## config.mk

```make
export PLATFORM = sky130hd
export DESIGN_NAME = conversor_bin_bcd
export DESIGN_NICKNAME = d
export VERILOG_FILES = /design/src/rtl/conversor_bin_bcd.sv
export SDC_FILE = /design/constraint.sdc
export NUM_CORES = 1
export LEC_CHECK = 0
export CAP_MARGIN = 10
export CORE_UTILIZATION = 55
export CTS_BUF_LIST = sky130_fd_sc_hd__clkbuf_8
export DETAILED_ROUTE_END_ITERATION = 8
export HOLD_SLACK_MARGIN = 0.02
export PLACE_DENSITY_LB_ADDON = 0.12
export SYNTH_ARGS = -nofsm -noshare
export SYNTH_HDL_FRONTEND = slang
export SYNTH_SLANG_ARGS = --single-unit
export TNS_END_PERCENT = 10
```

## constraint.sdc

```tcl
create_clock -name i_Clk -period 2.05 [get_ports i_Clk]
set_input_delay 0.41 -clock i_Clk [delete_from_list [all_inputs] [get_ports i_Clk]]
set_output_delay 0.41 -clock i_Clk [all_outputs]
set_load 0.1 [all_outputs]
```

## src/rtl/conversor_bin_bcd.sv

```systemverilog
// Sequential binary-to-BCD converter (shift-and-add-3, one bit per clock).
// Feeds the four digit inputs of the 7-segment display controller; the
// digit outputs are held registers that only change when a conversion ends.
module conversor_bin_bcd #(
    parameter int N_BITS = 14
) (
    input  logic              i_Clk,
    input  logic              i_Rst,
    input  logic              i_Inicio,
    input  logic [N_BITS-1:0] i_Binario,
    output logic              o_Ocupado,
    output logic              o_Listo,
    output logic              o_Desborde,
    output logic [3:0]        o_Datos1,
    output logic [3:0]        o_Datos2,
    output logic [3:0]        o_Datos3,
    output logic [3:0]        o_Datos4
);

    localparam int              CNT_W    = (N_BITS > 1) ? $clog2(N_BITS) : 1;
    localparam logic [CNT_W-1:0] CNT_LAST = CNT_W'(N_BITS - 1);
    localparam logic [31:0]     MAX_DEC  = 32'd9999;

    typedef enum logic {
        REPOSO    = 1'b0,
        CONVIERTE = 1'b1
    } t_estado;

    t_estado r_Estado;
    t_estado w_EstadoSig;

    logic [N_BITS-1:0] r_Bin;
    logic [15:0]       r_Bcd;
    logic [CNT_W-1:0]  r_Cnt;
    logic              r_Ovf;
    logic              r_Listo;
    logic              r_Desborde;
    logic [3:0]        r_Datos1;
    logic [3:0]        r_Datos2;
    logic [3:0]        r_Datos3;
    logic [3:0]        r_Datos4;

    logic              w_Arranque;
    logic              w_Ultimo;
    logic              w_Excede;
    logic [N_BITS-1:0] w_BinCarga;
    logic [15:0]       w_BcdAjuste;
    logic [15:0]       w_BcdSig;
    logic [N_BITS-1:0] w_BinSig;

    // Double-dabble correction: a digit of 5 or more becomes >= 10 after the
    // shift, so adding 3 beforehand makes the carry land in the next digit.
    function automatic logic [3:0] f_Suma3(input logic [3:0] nib);
        return (nib >= 4'd5) ? (nib + 4'd3) : nib;
    endfunction

    assign w_Arranque = (r_Estado == REPOSO) && i_Inicio;
    assign w_Ultimo   = (r_Estado == CONVIERTE) && (r_Cnt == CNT_LAST);

    // Only a 14-bit input can exceed four decimal digits; clamp to 9999.
    assign w_Excede   = 32'(i_Binario) > MAX_DEC;
    assign w_BinCarga = w_Excede ? N_BITS'(MAX_DEC) : i_Binario;

    assign w_BcdAjuste = {f_Suma3(r_Bcd[15:12]), f_Suma3(r_Bcd[11:8]),
                          f_Suma3(r_Bcd[7:4]),   f_Suma3(r_Bcd[3:0])};
    assign w_BcdSig    = {w_BcdAjuste[14:0], r_Bin[N_BITS-1]};
    assign w_BinSig    = {r_Bin[N_BITS-2:0], 1'b0};

    // FSM state register
    always_ff @(posedge i_Clk or posedge i_Rst) begin
        if (i_Rst) r_Estado <= REPOSO;
        else       r_Estado <= w_EstadoSig;
    end

    // FSM next state: start only from idle, return to idle on the last shift
    always_comb begin
        w_EstadoSig = r_Estado;
        case (r_Estado)
            REPOSO:    if (i_Inicio) w_EstadoSig = CONVIERTE;
            CONVIERTE: if (w_Ultimo) w_EstadoSig = REPOSO;
            default:   w_EstadoSig = REPOSO;
        endcase
    end

    // Working registers, iteration counter and held result registers
    always_ff @(posedge i_Clk or posedge i_Rst) begin
        if (i_Rst) begin
            r_Bin      <= '0;
            r_Bcd      <= '0;
            r_Cnt      <= '0;
            r_Ovf      <= 1'b0;
            r_Listo    <= 1'b0;
            r_Desborde <= 1'b0;
            r_Datos1   <= 4'd0;
            r_Datos2   <= 4'd0;
            r_Datos3   <= 4'd0;
            r_Datos4   <= 4'd0;
        end else begin
            r_Listo <= 1'b0;
            if (w_Arranque) begin
                r_Bin <= w_BinCarga;
                r_Bcd <= '0;
                r_Cnt <= '0;
                r_Ovf <= w_Excede;
            end else if (r_Estado == CONVIERTE) begin
                r_Bin <= w_BinSig;
                r_Bcd <= w_BcdSig;
                r_Cnt <= r_Cnt + 1'b1;
                if (w_Ultimo) begin
                    r_Datos1   <= w_BcdSig[3:0];
                    r_Datos2   <= w_BcdSig[7:4];
                    r_Datos3   <= w_BcdSig[11:8];
                    r_Datos4   <= w_BcdSig[15:12];
                    r_Desborde <= r_Ovf;
                    r_Listo    <= 1'b1;
                end
            end
        end
    end

    assign o_Ocupado  = (r_Estado == CONVIERTE);
    assign o_Listo    = r_Listo;
    assign o_Desborde = r_Desborde;
    assign o_Datos1   = r_Datos1;
    assign o_Datos2   = r_Datos2;
    assign o_Datos3   = r_Datos3;
    assign o_Datos4   = r_Datos4;

endmodule

```

==> results of run 1 <==
-- kinds of logic after synthesis --
| kind of cell | synth area share (%) |
|---|---|
| and+or+nand+nor | 14.4 |
| AOI/OAI and AO/OA | 15.0 |
| xor gates and xnor gates | 1.66 |
| DFF | 51.4 |
| buffers and inverters | 4.56 |
| muxes | 8.27 |
| adders and majority gates | 4.76 |
-- through the flow --
| step | hold WS, ns | worst slack [ns] |
|---|---|---|
| 2_1_floorplan | 0.449 | 0.119 |
| 3_3_place_gp | 0.463 | 0.238 |
| 3_5_place_dp | 0.471 | 0.238 |
| 4_1_cts | 0.473 | 0.344 |
| 5_1_grt | 0.486 | 0.266 |
| 6_report | 0.453 | 0.355 |
-- cell type report --
cell class / instances / share of cell area [%]
Clock buffer: 6 / 2.65
Sequential cell: 54 / 43.4
Multi-Input combinational cell: 174 / 37.3
Clock inverter: 2 / 0.402
Timing Repair Buffer: 42 / 12.6
Inverter: 13 / 1.57
Tap cell: 52 / 2.09
-- critical path: cells and delay by family, from the launching register on --
kind                   cells  cell delay (ns)
flip-flops                 1             0.57
buffers and inverters      2             0.40
-- Yosys cell counts, types with 4 or more instances --
library cell,n
nand2_1,34
dfrtp_1,54
mux2_2,6
mux2i_1,12
xnor2_1,4
a221o_1,4
nor3_1,6
inv_1,12
a22o_1,6
a21oi_2,4
o21ai_0,33
buf_2,9
a21oi_1,7
a21o_1,6
or3_1,4
nor3b_1,9
ha_1,10
nor2_1,7
nand2b_1,4
-- flip-flops by register name, summed over array words and instances, names as in the netlist --
| register | cells |
|---|---|
| r_Bcd | 16 |
| o_Ocupado | 1 |
| o_Datos1 | 4 |
| o_Datos4 | 4 |
| r_Bin | 14 |
| r_Cnt | 4 |
| o_Datos2 | 4 |
| r_Ovf | 1 |
| o_Datos3 | 4 |
| o_Desborde | 1 |
| o_Listo | 1 |
-- final timing paths --
path / endpoint / slack [ns] / from / cells after the start
min reg2reg: o_Datos4[0] / 0.48 / o_Datos4[0] / 2
max reg2reg: r_Bcd[2] / 0.46 / r_Bcd[0] / 6
max: o_Ocupado / 0.36 / o_Ocupado / 2
max in group asynchronous: o_Datos3[2] / 1.35 / i_Rst / 3
min: o_Datos4[1] / 0.45 / i_Rst / 3
min in group i_Clk: o_Datos4[0] / 0.48 / o_Datos4[0] / 2
-- per-layer routing --
| layer | part of all wire [%] | vias up | wire, µm |
|---|---|---|---|
| li1 | - | 949 | - |
| met5 | 0 | - | 0 |
| met2 | 48 | 36 | 2370 |
| met3 | 3.3 | 6 | 162 |
| met1 | 48 | 924 | 2380 |
| met4 | 1.2 | 0 | 61 |
==> flow_metrics.tcl, run 1 <==
set metrics [dict create \
    timing.final.crit_share_pct 82.7 \
    path_cells "buf_12 -> buf_12" \
    cts_buffers 5 \
    ys_top_cells_by_area "dfrtp_1, o21ai_0, nand2_1" \
    ant_nets 0 \
    viasPerCell 5.58 \
    finalClockSkew_ns 0.00747 \
    grt_overflow 0 \
    cts.clk_slew.worst_paths_ns 0.09 \
    ios 36 \
    grt_usage_pct 21.8 \
    stdcell_area_mm2 0.00311 \
    cts_root_buffer "clkbuf_8" \
    nFillCells 350 \
    fp.dieArea_mm2 0.00506 \
    portBuffers 35 \
    final_cells 343 \
    utilization_pct 69.6 \
    hp-class "in -> async" \
    dp.cells 335 \
    synth_edf_count 0 \
    post-cts-setup-buffer-count 0 \
    critical_path.slowest_cell "dfrtp_1" \
    crit_top_cell "buf_12" \
    synth_cells 254 \
    initial_utilization_pct 58.8 \
    multi_input_area_mm2 0.00116 \
    avgSynthCellArea_um2 10.4 \
    yosys_most_used_dff "dfrtp_1" \
    ctsLongestPathBuffers 2 \
    yosysUniqueCellTypes 33 \
    hold_violations 0 \
    cap_violations 0 \
    core_area_mm2 0.00447 \
    regArea_mm2 0.00135 \
    synthArstFlopShare_pct 100 \
    routed_wl_um 4970 \
    finalCriticalPeriod_ns 1.69 \
    finalSetupViolCount 0 \
    busiest_layer "met2" \
    ys_ff_latch 54 \
    cp_slowest_stage_delay_ns 0.57 \
    final_common_cell "dfrtp_1" \
    slew-limit-headroom_pct 59.8 \
    diodes 0 \
    crit_type "reg -> out" \
    final_cell_mix "dfrtp_1, nand2_1, o21ai_0, buf_4, clkdlybuf4s50_1" \
    drive_above_1_share_pct 17.2 \
    status "completed" \
    clock_latency_ns 0.31 \
    drt_iter0_drc 101 \
    tns_ns 0 \
    drt_first_pass_iters 6 \
    cts_resized 0 \
    met3_usage_pct 4.42 \
    cts_tree "yes" \
    yosysTopAreaCellShare_pct 51.4 \
    placed_cell_area_mm2 0.00302 \
    rsz0062_at_grt "false" \
    postCtsHoldBufs 0 \
    rows 24 \
    grt_max_degree 55 \
    synth_top_area_cell "dfrtp_1" \
    cp.arrival_ns 1.28 \
    required_ns 1.64 \
    end_kind "primary output" \
    worst_pin_slew_ns 0.602 \
    antenna_found_initial 0 \
    nets 317 \
    areaGrowthSynthToFinish_pct 18.3 \
    grtUsageMet1_pct 31.2 \
    cp_max_fo 23 \
    synth_nets 281 \
    worst_setup_path_start_kind "flip-flop" \
    yosysWarningCount 0 \
    die_h_um 71.2 \
    dr_total_vias 1915 \
    die_w_um 71.2 \
    gp_congestion 0.781 \
    slew_viol_final 0 \
    route.detailed.wl_per_inst_um 14.5 \
    clock_sinks 54 \
    ys_seq_area_share_pct 51.4 \
    grt_util_met2_pct 33.7 \
    post-route-drc-count 0 \
    max_freq_mhz 590 \
    syn-cell-area_mm2 0.00263 \
    dp_hpwl_um 3460 \
    h-tree-depth 2 \
    grt_first_pass_wirelength_um 8540 \
    grt_pass1_vias 1811 \
]
Power of run 1 is left out: the tool's default activity adds up to more than one toggle a clock period on the data nets, which glitch-free logic cannot reach.
==> run 2, diff against run 1 <==
==> constraint.sdc (replaced) <==
create_clock -name i_Clk -period 1.7 [get_ports i_Clk]
set_input_delay 0.34 -clock i_Clk [delete_from_list [all_inputs] [get_ports i_Clk]]
set_output_delay 0.34 -clock i_Clk [all_outputs]
set_load 0.1 [all_outputs]
==> run 2 against run 1 <==
Compared with the run above:
- die area did not move
- critical path depth rose by 4
- wire length rose by 3.9%
- first-iteration DRC count rose by 19%
- final area rose by 8.0%
- register-to-register slack got worse by 0.35 ns
- clock skew fell by 0.0042 ns
- worst setup slack got worse by 0.24 ns
- cell count rose by 1.7%
==> flow_metrics.tcl, run 2 (synthesis results as in run 1) <==
set metrics [dict create \
    crit_type "reg -> reg" \
    initial_utilization_pct 58.8 \
    routed_wl_um 5170 \
    nets 323 \
    max_freq_mhz 630 \
    ant_nets 0 \
    cts_tree "yes" \
    viasPerCell 5.58 \
    utilization_pct 75.1 \
    h-tree-depth 2 \
    finalCriticalPeriod_ns 1.59 \
    ios 36 \
    gp_congestion 0.816 \
    stdcell_area_mm2 0.00336 \
    grt_overflow 0 \
    status "completed" \
    rsz0062_at_grt "false" \
    diodes 0 \
    fp.dieArea_mm2 0.00506 \
    portBuffers 35 \
    clock_latency_ns 0.30 \
    die_h_um 71.2 \
    required_ns 1.95 \
    final_common_cell "dfrtp_1" \
    largest_register_ffs 16 \
    finalSetupViolCount 0 \
    worst_setup_path_start_kind "flip-flop" \
    slew-limit-headroom_pct 80.3 \
    areaGrowthSynthToFinish_pct 27.7 \
    die_w_um 71.2 \
    timing.final.crit_share_pct 93.4 \
    hold_ws_ns 0.388 \
    cts.clk_slew.worst_paths_ns 0.09 \
    grt_pass1_vias 1948 \
    slew_viol_final 0 \
    placed_cell_area_mm2 0.00328 \
    top_register "r_Bcd" \
    core_area_mm2 0.00447 \
    end_kind "flip-flop" \
    hold_violations 0 \
    drt_first_pass_iters 6 \
    finalClockSkew_ns 0.00327 \
    rows 24 \
    grt_first_pass_wirelength_um 8940 \
    cts_buffers 5 \
    dr_total_vias 1946 \
    cts_root_buffer "clkbuf_8" \
    cap_violations 0 \
    grt_usage_pct 22.6 \
    final_cell_mix "dfrtp_1, nand2_1, o21ai_0, buf_12, clkdlybuf4s50_1" \
    post-route-drc-count 0 \
    antenna_found_initial 0 \
    tns_ns 0 \
    cp_max_fo 4 \
    ctsLongestPathBuffers 2 \
    reg_top3 "r_Bcd (16), r_Bin (14)" \
    cp.arrival_ns 1.84 \
    nFillCells 301 \
    drt_iter0_drc 120 \
    worst_pin_slew_ns 0.296 \
    drive_above_1_share_pct 18.9 \
    hp-class "in -> async" \
    dp_hpwl_um 3650 \
    clock_sinks 54 \
    route.detailed.wl_per_inst_um 14.8 \
    grt_max_degree 55 \
]
## run 2: cell types whose count changed in the layout (fill, tap and decap cells not counted), sizes merged
cell / delta
clkinv: -1
buf: +6
clkinvlp: -1
clkbuf: -1
inv: +3
## run 2: cell type report
class | count | area (µm²) | area share (%)
Clock buffer | 5 | 68.8 | 2.05
Clock inverter | 3 | 11.3 | 0.335
Inverter | 13 | 48.8 | 1.45
Multi-Input combinational cell | 174 | 1160 | 34.6
Sequential cell | 54 | 1350 | 40.2
Tap cell | 52 | 65.1 | 1.94
Timing Repair Buffer | 48 | 651 | 19.4
## run 2: what timing repair did
item,4_1_cts,5_1_grt
hold buffers,0,0
buffers inserted,0,0
endpoints found under the setup margin,0,4
gates resized for setup,0,3
## run 2: final timing paths
| path | startpoint | end | slack (ns) | cells past startpoint |
|---|---|---|---|---|
| worst min register to register | r_Bin[11] | r_Bin[12] | 0.50 | 2 |
| worst max-delay path | r_Bcd[4] | o_Datos2[2] | 0.11 | 6 |
| worst min-delay path | i_Rst | r_Bin[12] | 0.39 | 3 |
| max in group asynchronous | i_Rst | o_Ocupado | 1.04 | 3 |
| min in group i_Clk | r_Bin[11] | r_Bin[12] | 0.50 | 2 |
| worst max register to register | r_Bcd[4] | o_Datos2[2] | 0.11 | 6 |
## run 2: layer usage
metal  GRT usage, %  routed length, µm  part of all wire, %
met1           29.7               2370                   46
met3           4.42                134                  2.6
met5              0                  0                    0
met2           37.6               2580                   50
met4           8.00                 85                  1.6
## run 2: per-stage QoR
stage / worst slack, ns / cells
5_1_grt: 0.00927 / 349
4_1_cts: 0.0917 / 349
2_1_floorplan: -0.0726 / 254
3_3_place_gp: 0.0329 / 341
3_5_place_dp: -0.0154 / 341
6_report: 0.113 / 349
## run 2: worst max-delay path: stages, from the launching register on
cell	delay [ns]
dfrtp_1	0.44
inv_1	0.11
ha_1	0.20
nand2b_1	0.10
a21oi_2	0.23
mux2i_2	0.27
mux2_2	0.18
Power of run 2 is left out for the same reason.
